### src/rtl/jpeg_byte_stuffer_pkg.sv
// Purpose: shared constants and state encoding for the JPEG byte stuffer.
// Latency: n/a (declarations only).
// Backpressure: n/a.
package jpeg_byte_stuffer_pkg;

    localparam logic [7:0] ESC_BYTE_DEF   = 8'hFF;
    localparam logic [7:0] STUFF_BYTE_DEF = 8'h00;
    localparam logic [7:0] MARKER_PREFIX  = 8'hFF;

    // PASS: forwarding input bytes. STUFF: an ESC data byte is held and owes a stuffing byte.
    typedef enum logic {
        PASS  = 1'b0,
        STUFF = 1'b1
    } state_e;

endpackage

### src/rtl/jpeg_byte_stuffer_if.sv
// Purpose: byte-stream handshake bundle (input side and output side) for the stuffer.
// Latency: n/a (wiring only).
// Backpressure: in_ready from the stage, out_ready from downstream.
interface jpeg_byte_stuffer_if;

    logic [7:0] in_data;
    logic       in_marker;
    logic       in_valid;
    logic       in_ready;
    logic [7:0] out_data;
    logic       out_valid;
    logic       out_ready;

    // Stage side: consumes the input stream, produces the output stream.
    modport slave (
        input  in_data, in_marker, in_valid, out_ready,
        output in_ready, out_data, out_valid
    );

    // Producer/consumer side that surrounds the stage.
    modport master (
        output in_data, in_marker, in_valid, out_ready,
        input  in_ready, out_data, out_valid
    );

endinterface

### src/rtl/jpeg_byte_stuffer_mux.sv
// Purpose: 2:1 8-bit byte mux (code=0 selects x0, code=1 selects x1).
// Latency: combinational.
// Backpressure: none.
module mux_2x8bit (
    input  logic [7:0] x0,
    input  logic [7:0] x1,
    input  logic       code,
    output logic [7:0] y
);

    assign y = code ? x1 : x0;

endmodule

### src/rtl/jpeg_byte_stuffer.sv
// Purpose: JPEG byte stuffing; inserts STUFF_BYTE after each non-marker ESC_BYTE.
// Latency: 1 cycle input accept to out_valid; one input bubble per stuffed byte.
// Backpressure: registered output held while out_ready=0; in_ready follows output slot.
module jpeg_byte_stuffer
    import jpeg_byte_stuffer_pkg::*;
#(
    parameter int         COUNT_W    = 24,
    parameter logic [7:0] ESC_BYTE   = ESC_BYTE_DEF,
    parameter logic [7:0] STUFF_BYTE = STUFF_BYTE_DEF
) (
    input  logic               clk,
    input  logic               rst_n,
    jpeg_byte_stuffer_if.slave bus,
    output logic [COUNT_W-1:0] byte_count,
    output logic [COUNT_W-1:0] stuff_count
);

    state_e             state_q, state_d;
    logic [7:0]         out_data_q, out_data_d;
    logic               out_valid_q, out_valid_d;
    logic               stuff_held_q, stuff_held_d;
    logic [COUNT_W-1:0] byte_count_q, stuff_count_q;

    logic               in_ready;
    logic               accept;
    logic               handoff;
    logic               load;
    logic [7:0]         mux_y;

    assign in_ready = (state_q == PASS) && (!out_valid_q || bus.out_ready);
    assign accept   = bus.in_valid && in_ready;
    assign handoff  = out_valid_q && bus.out_ready;

    // Byte source for the output register: the incoming byte in PASS, the stuffing byte in STUFF.
    mux_2x8bit u_mux (
        .x0   (bus.in_data),
        .x1   (STUFF_BYTE),
        .code (state_q == STUFF),
        .y    (mux_y)
    );

    // Next-state, output-register load and stuffing-byte tracking.
    always_comb begin
        state_d      = state_q;
        out_valid_d  = out_valid_q;
        stuff_held_d = stuff_held_q;
        load         = 1'b0;
        unique case (state_q)
            PASS: begin
                if (accept) begin
                    load         = 1'b1;
                    out_valid_d  = 1'b1;
                    stuff_held_d = 1'b0;
                    if (bus.in_data == ESC_BYTE && !bus.in_marker) begin
                        state_d = STUFF;
                    end
                end else if (handoff) begin
                    out_valid_d  = 1'b0;
                    stuff_held_d = 1'b0;
                end
            end
            STUFF: begin
                // ESC byte leaves; the stuffing byte takes its place with no gap.
                if (handoff) begin
                    load         = 1'b1;
                    out_valid_d  = 1'b1;
                    stuff_held_d = 1'b1;
                    state_d      = PASS;
                end
            end
            default: state_d = PASS;
        endcase
        out_data_d = load ? mux_y : out_data_q;
    end

    // State, output register and handoff counters; reset drops any held byte or pending stuff.
    always_ff @(posedge clk or negedge rst_n) begin
        if (!rst_n) begin
            state_q       <= PASS;
            out_data_q    <= 8'h00;
            out_valid_q   <= 1'b0;
            stuff_held_q  <= 1'b0;
            byte_count_q  <= '0;
            stuff_count_q <= '0;
        end else begin
            state_q      <= state_d;
            out_data_q   <= out_data_d;
            out_valid_q  <= out_valid_d;
            stuff_held_q <= stuff_held_d;
            if (handoff) begin
                byte_count_q <= byte_count_q + COUNT_W'(1);
                if (stuff_held_q) begin
                    stuff_count_q <= stuff_count_q + COUNT_W'(1);
                end
            end
        end
    end

    assign bus.in_ready  = in_ready;
    assign bus.out_data  = out_data_q;
    assign bus.out_valid = out_valid_q;
    assign byte_count    = byte_count_q;
    assign stuff_count   = stuff_count_q;

endmodule

### src/flat_wrapper.sv
// flat-port wrapper written by rule: the top's interface ports become plain ports
module jpeg_byte_stuffer_flat import jpeg_byte_stuffer_pkg::*;
#(
    parameter int         COUNT_W    = 24,
    parameter logic [7:0] ESC_BYTE   = ESC_BYTE_DEF,
    parameter logic [7:0] STUFF_BYTE = STUFF_BYTE_DEF
)
  (clk, rst_n, byte_count, stuff_count, bus_in_data, bus_in_marker, bus_in_valid, bus_out_ready, bus_in_ready, bus_out_data, bus_out_valid);
  jpeg_byte_stuffer_if bus_i ();
  input  logic clk;
  input  logic rst_n;
  output logic [COUNT_W-1:0] byte_count;
  output logic [COUNT_W-1:0] stuff_count;
  input wire logic [$bits(bus_i.in_data)-1:0] bus_in_data;
  input wire logic [$bits(bus_i.in_marker)-1:0] bus_in_marker;
  input wire logic [$bits(bus_i.in_valid)-1:0] bus_in_valid;
  input wire logic [$bits(bus_i.out_ready)-1:0] bus_out_ready;
  output wire logic [$bits(bus_i.in_ready)-1:0] bus_in_ready;
  output wire logic [$bits(bus_i.out_data)-1:0] bus_out_data;
  output wire logic [$bits(bus_i.out_valid)-1:0] bus_out_valid;
  assign bus_i.in_data = bus_in_data;
  assign bus_i.in_marker = bus_in_marker;
  assign bus_i.in_valid = bus_in_valid;
  assign bus_i.out_ready = bus_out_ready;
  assign bus_in_ready = bus_i.in_ready;
  assign bus_out_data = bus_i.out_data;
  assign bus_out_valid = bus_i.out_valid;
  jpeg_byte_stuffer #(.COUNT_W(COUNT_W), .ESC_BYTE(ESC_BYTE), .STUFF_BYTE(STUFF_BYTE)) u_core (.clk(clk), .rst_n(rst_n), .bus(bus_i), .byte_count(byte_count), .stuff_count(stuff_count));
endmodule
### config.mk
export PLATFORM = sky130hd
export DESIGN_NAME = jpeg_byte_stuffer_flat
export DESIGN_NICKNAME = d
export VERILOG_FILES = /design/src/rtl/jpeg_byte_stuffer_pkg.sv /design/src/rtl/jpeg_byte_stuffer_if.sv /design/src/rtl/jpeg_byte_stuffer_mux.sv /design/src/rtl/jpeg_byte_stuffer.sv /design/src/flat_wrapper.sv
export SDC_FILE = /design/constraint.sdc
export NUM_CORES = 1
export LEC_CHECK = 0
export ABC_AREA = 1
export CAP_MARGIN = 15
export CORE_MARGIN = 3
export CORE_UTILIZATION = 49
export CTS_CLUSTER_SIZE = 16
export DETAILED_ROUTE_END_ITERATION = 16
export GPL_ROUTABILITY_DRIVEN = 1
export HOLD_SLACK_MARGIN = 0.12
export PLACE_DENSITY = 0.79
export REMOVE_ABC_BUFFERS = 1
export SLEW_MARGIN = 30
export SYNTH_ARGS = -nofsm -noshare
export SYNTH_HDL_FRONTEND = slang
export SYNTH_HIERARCHICAL = 1
export SYNTH_SLANG_ARGS = --single-unit
### constraint.sdc
create_clock -name clk -period 1.7 [get_ports clk]
set_input_delay 0.34 -clock clk [delete_from_list [all_inputs] [get_ports clk]]
set_output_delay 0.34 -clock clk [all_outputs]
set_load 0.01 [all_outputs]
==> run_results.csv <==
group,metric,value,unit
sta,fmax,601,MHz
sta,timing.hold.ws,484,ps
critical_path,crit_slowest_cell,"clkdlybuf4s50_1",
synth,yosys.area.top_type,"dfrtp_1",
critical_path,r2r_start,"u_core/stuff_count[0]",
synth,ys_seq_elements,59,
layout,drive_above_1_share,0.122,
pwr,p_leak,0.00206,uW
clock_tree,htree_levels,3,
layout,layout.nets,495,
synth,synth_xor_area_frac,0.0838,
pwr,switchingPower,866,uW
synth,syn_inst,376,
sta,hold_viol_final,0,
route,antenna_left,0,
pwr,seq_power_share,0.470,
global_routing,grt_pass1_vias,2631,
placement,gp_congestion,0.862,
pwr,power_switching_share,0.254,
synth,synth_common_cells,"160 x nand2_1, 59 x dfrtp_1, 43 x nor2_1",
flow_run,maxCapViolCount,0,
placement,dpl.hpwl,5030,um
route,first_iter_violations,93,
sta,fin_crit_sh,0.980,
outcome,outcome,"completed",
clock_tree,cts_tree,"done",
synth,async_reset_ff_frac,1.00,
critical_path,cp.arrival,1330,ps
global_routing,grt-ovfl-total,0,
clock_tree,cts_sinks,59,
clock_tree,cts-root-buf,"clkbuf_8",
synth,synth.top_cells.by_area,"dfrtp_1 49%, nand2_1 20%, nor2_1 5.3%, xor2_1 4.6%, xnor2_1 3.8%",
critical_path,r2r_cells,8,
synth,yosys_warnings,6,
pwr,power_density,815,nW/um^2
critical_path,crit_path_end_kind,"output pin",
route,drt-total-wl,6730,um
sta,fin_ws,34.8,ps
worst_hold_path,holdCritStartpoint,"u_core/bus.out_data[3]",
worst_hold_path,hold_path_depth,2,
placement,dpl_cell_area,3970,um^2
synth,synth_edf_count,0,
synth,synth_fa_ha_area_frac,0.00826,
synth,syn_area_per_cell,8.06,um^2
critical_path,crit_fanout,5,
placement,placement.io_buffers,70,
sta,clock_skew,8.20,ps
clock_tree,clk_path_buf_depth,2,
critical_path,path_cells,"clkdlybuf4s50_1",
synth,synth_most_common_cell,"nand2_1",
layout,nFillCells,471,
critical_path,timing.critical_path.max_delay_family,"buffers and inverters",
pwr,ir_drop,0.679,mV
pwr,pwr-share-clk,0.368,
route,vias_per_cell,4.86,
global_routing,grt.total_usage,0.199,
layout,antennaDiodeCount,0,
clock_tree,clk_latency,320,ps
global_routing,grt_max_degree,60,
pwr,power.total,3420,uW
die,die_h,84.6,um
worst_hold_path,hold_class,"register to register",
route,dr_total_vias,2717,
critical_path,crit_type,"register to output pin",
synth,synth_compound_gate_area_share,0.00661,
die,die_w,84.6,um
die,rows,28,
route,drt-pass1-iter-count,4,
die,die-area,7160,um^2
route,wl_per_cell,12.0,um
placement,dp_slack,-282,ps
pwr,power_frac_comb,0.162,
critical_path,cp.depth,1,
layout,fin_area,4190,um^2
sta,min_period,1670,ps
synth,synth_flop_cell,"dfrtp_1",
sta,drv_slew,0,
synth,syn_area,3030,um^2
clock_tree,clk_pin_slew,60,ps
critical_path,startpoint_type,"register",
die,io_pins,71,
die,start_util,0.509,
critical_path,r2r_slack,110,ps
critical_path,r2r_end,"u_core/stuff_count[18]",
synth,synth_top_family_by_area,"simple AND/OR/NAND/NOR gates",
worst_hold_path,holdPathEnd,"u_core/bus.out_data[3]",
synth,yosysSeqAreaShare,0.487,
clock_tree,cts_buffers,9,
sta,finalSetupViolCount,0,
synth,synth_mux_area_frac,0.00372,
pwr,p_int,2550,uW
synth,yosysUniqueCellTypes,25,
critical_path,max_stage_delay,590,ps
synth,synth_top_area_frac,0.487,
route,drc,0,
synth,synthSimpleGateAreaFrac,0.372,
global_routing,grt_pass1_wl,11700,um
global_routing,grt_antenna_before_repair,0,
layout,areaGrowthSynthToFinish,38.4,%
critical_path,cp_num_buf_inv,1,
die,core_area,5960,um^2
clock_tree,post_cts_buffers,0,
critical_path,cp_data_required_time,1360,ps
## power groups by stage
| stage | clock, uW | combinational [uW] | sequential (uW) |
|---|---|---|---|
| CTS | 1280 | 561 | 1600 |
| global route | 1340 | 613 | 1620 |
| floorplan | 0 | 179 | 1660 |
| global placement | 0 | 544 | 1630 |
| finish | 1260 | 552 | 1610 |
| detailed placement | 0 | 557 | 1630 |
## cell families after synthesis
group                      after synthesis
AOI/OAI and AO/OA                        4
xor gates and xnor gates                29
adders and majority gates                2
buffers and inverters                   28
DFF                                     59
muxes                                    1
other                                    1
and+or+nand+nor                        252
## repair_timing
item,4_1_cts,5_1_grt
hold endpoints to repair,59,0
resized for setup,4,14
pin swaps,0,0
gates cloned,0,0
hold buffers,1,0
endpoints found under the setup margin,3,15
## cell type report
| class | instances | area [um^2] | area share |
|---|---|---|---|
| clock buffers | 13 | 159 | 0.0379 |
| clock inverters | 2 | 35.0 | 0.00836 |
| inverters | 27 | 101 | 0.0242 |
| multi-input cells | 296 | 1480 | 0.352 |
| flip-flops and latches | 59 | 1490 | 0.355 |
| well taps | 75 | 93.8 | 0.0224 |
| repair buffers | 87 | 838 | 0.200 |
## routing by layer
layer	up-vias	GRT usage	routed length (um)
li1	1373	-	-
met1	1258	0.264	3040
met2	77	0.319	3220
met3	9	0.0373	341
met4	0	0.0849	132
met5	-	0	0
## how the worst max path moves through the flow
stage / startpoint / to / slack, ps
5_1_grt: u_core/byte_count[15] / byte_count[15] / -0.08
3_3_place_gp: bus_out_ready / bus_in_ready / -310
6_report: u_core/stuff_count[18] / stuff_count[18] / 30
2_1_floorplan: u_core/stuff_count[0] / u_core/stuff_count[20] / 250
3_5_place_dp: bus_out_ready / bus_in_ready / -280
4_1_cts: bus_out_ready / bus_in_ready / 1
## flip-flops by register name, summed over array words and instances, names as in the netlist
signal	flops
u_core/bus.out_valid	1
u_core/stuff_count	24
u_core/byte_count	24
u_core/state_q	1
u_core/bus.out_data	8
u_core/stuff_held_q	1
## layout by cell type, fill, tap and decap left out, types with 4 or more instances in the layout
cell type	instances
nand2_1	160
clkdlybuf4s50_1	66
dfrtp_1	49
nor2_1	41
inv_1	24
xor2_1	16
buf_4	15
nand3_1	14
nand3b_1	13
xnor2_1	13
clkbuf_8	11
dfrtp_2	10
conb_1	8
nand4_1	5
nor2_4	5
nor3_1	4
## through the flow
| stage | cells | utilization | TNS [ps] |
|---|---|---|---|
| after floorplan | 382 | - | 0 |
| after CTS | 559 | 0.701 | 0 |
| after detailed placement | 543 | 0.666 | -4190 |
| final | 559 | 0.704 | 0 |
| after global routing | 559 | 0.704 | -0.0757 |
| after global placement | 543 | 0.666 | -2590 |
Note: power is estimated with default switching activity, not from simulation.
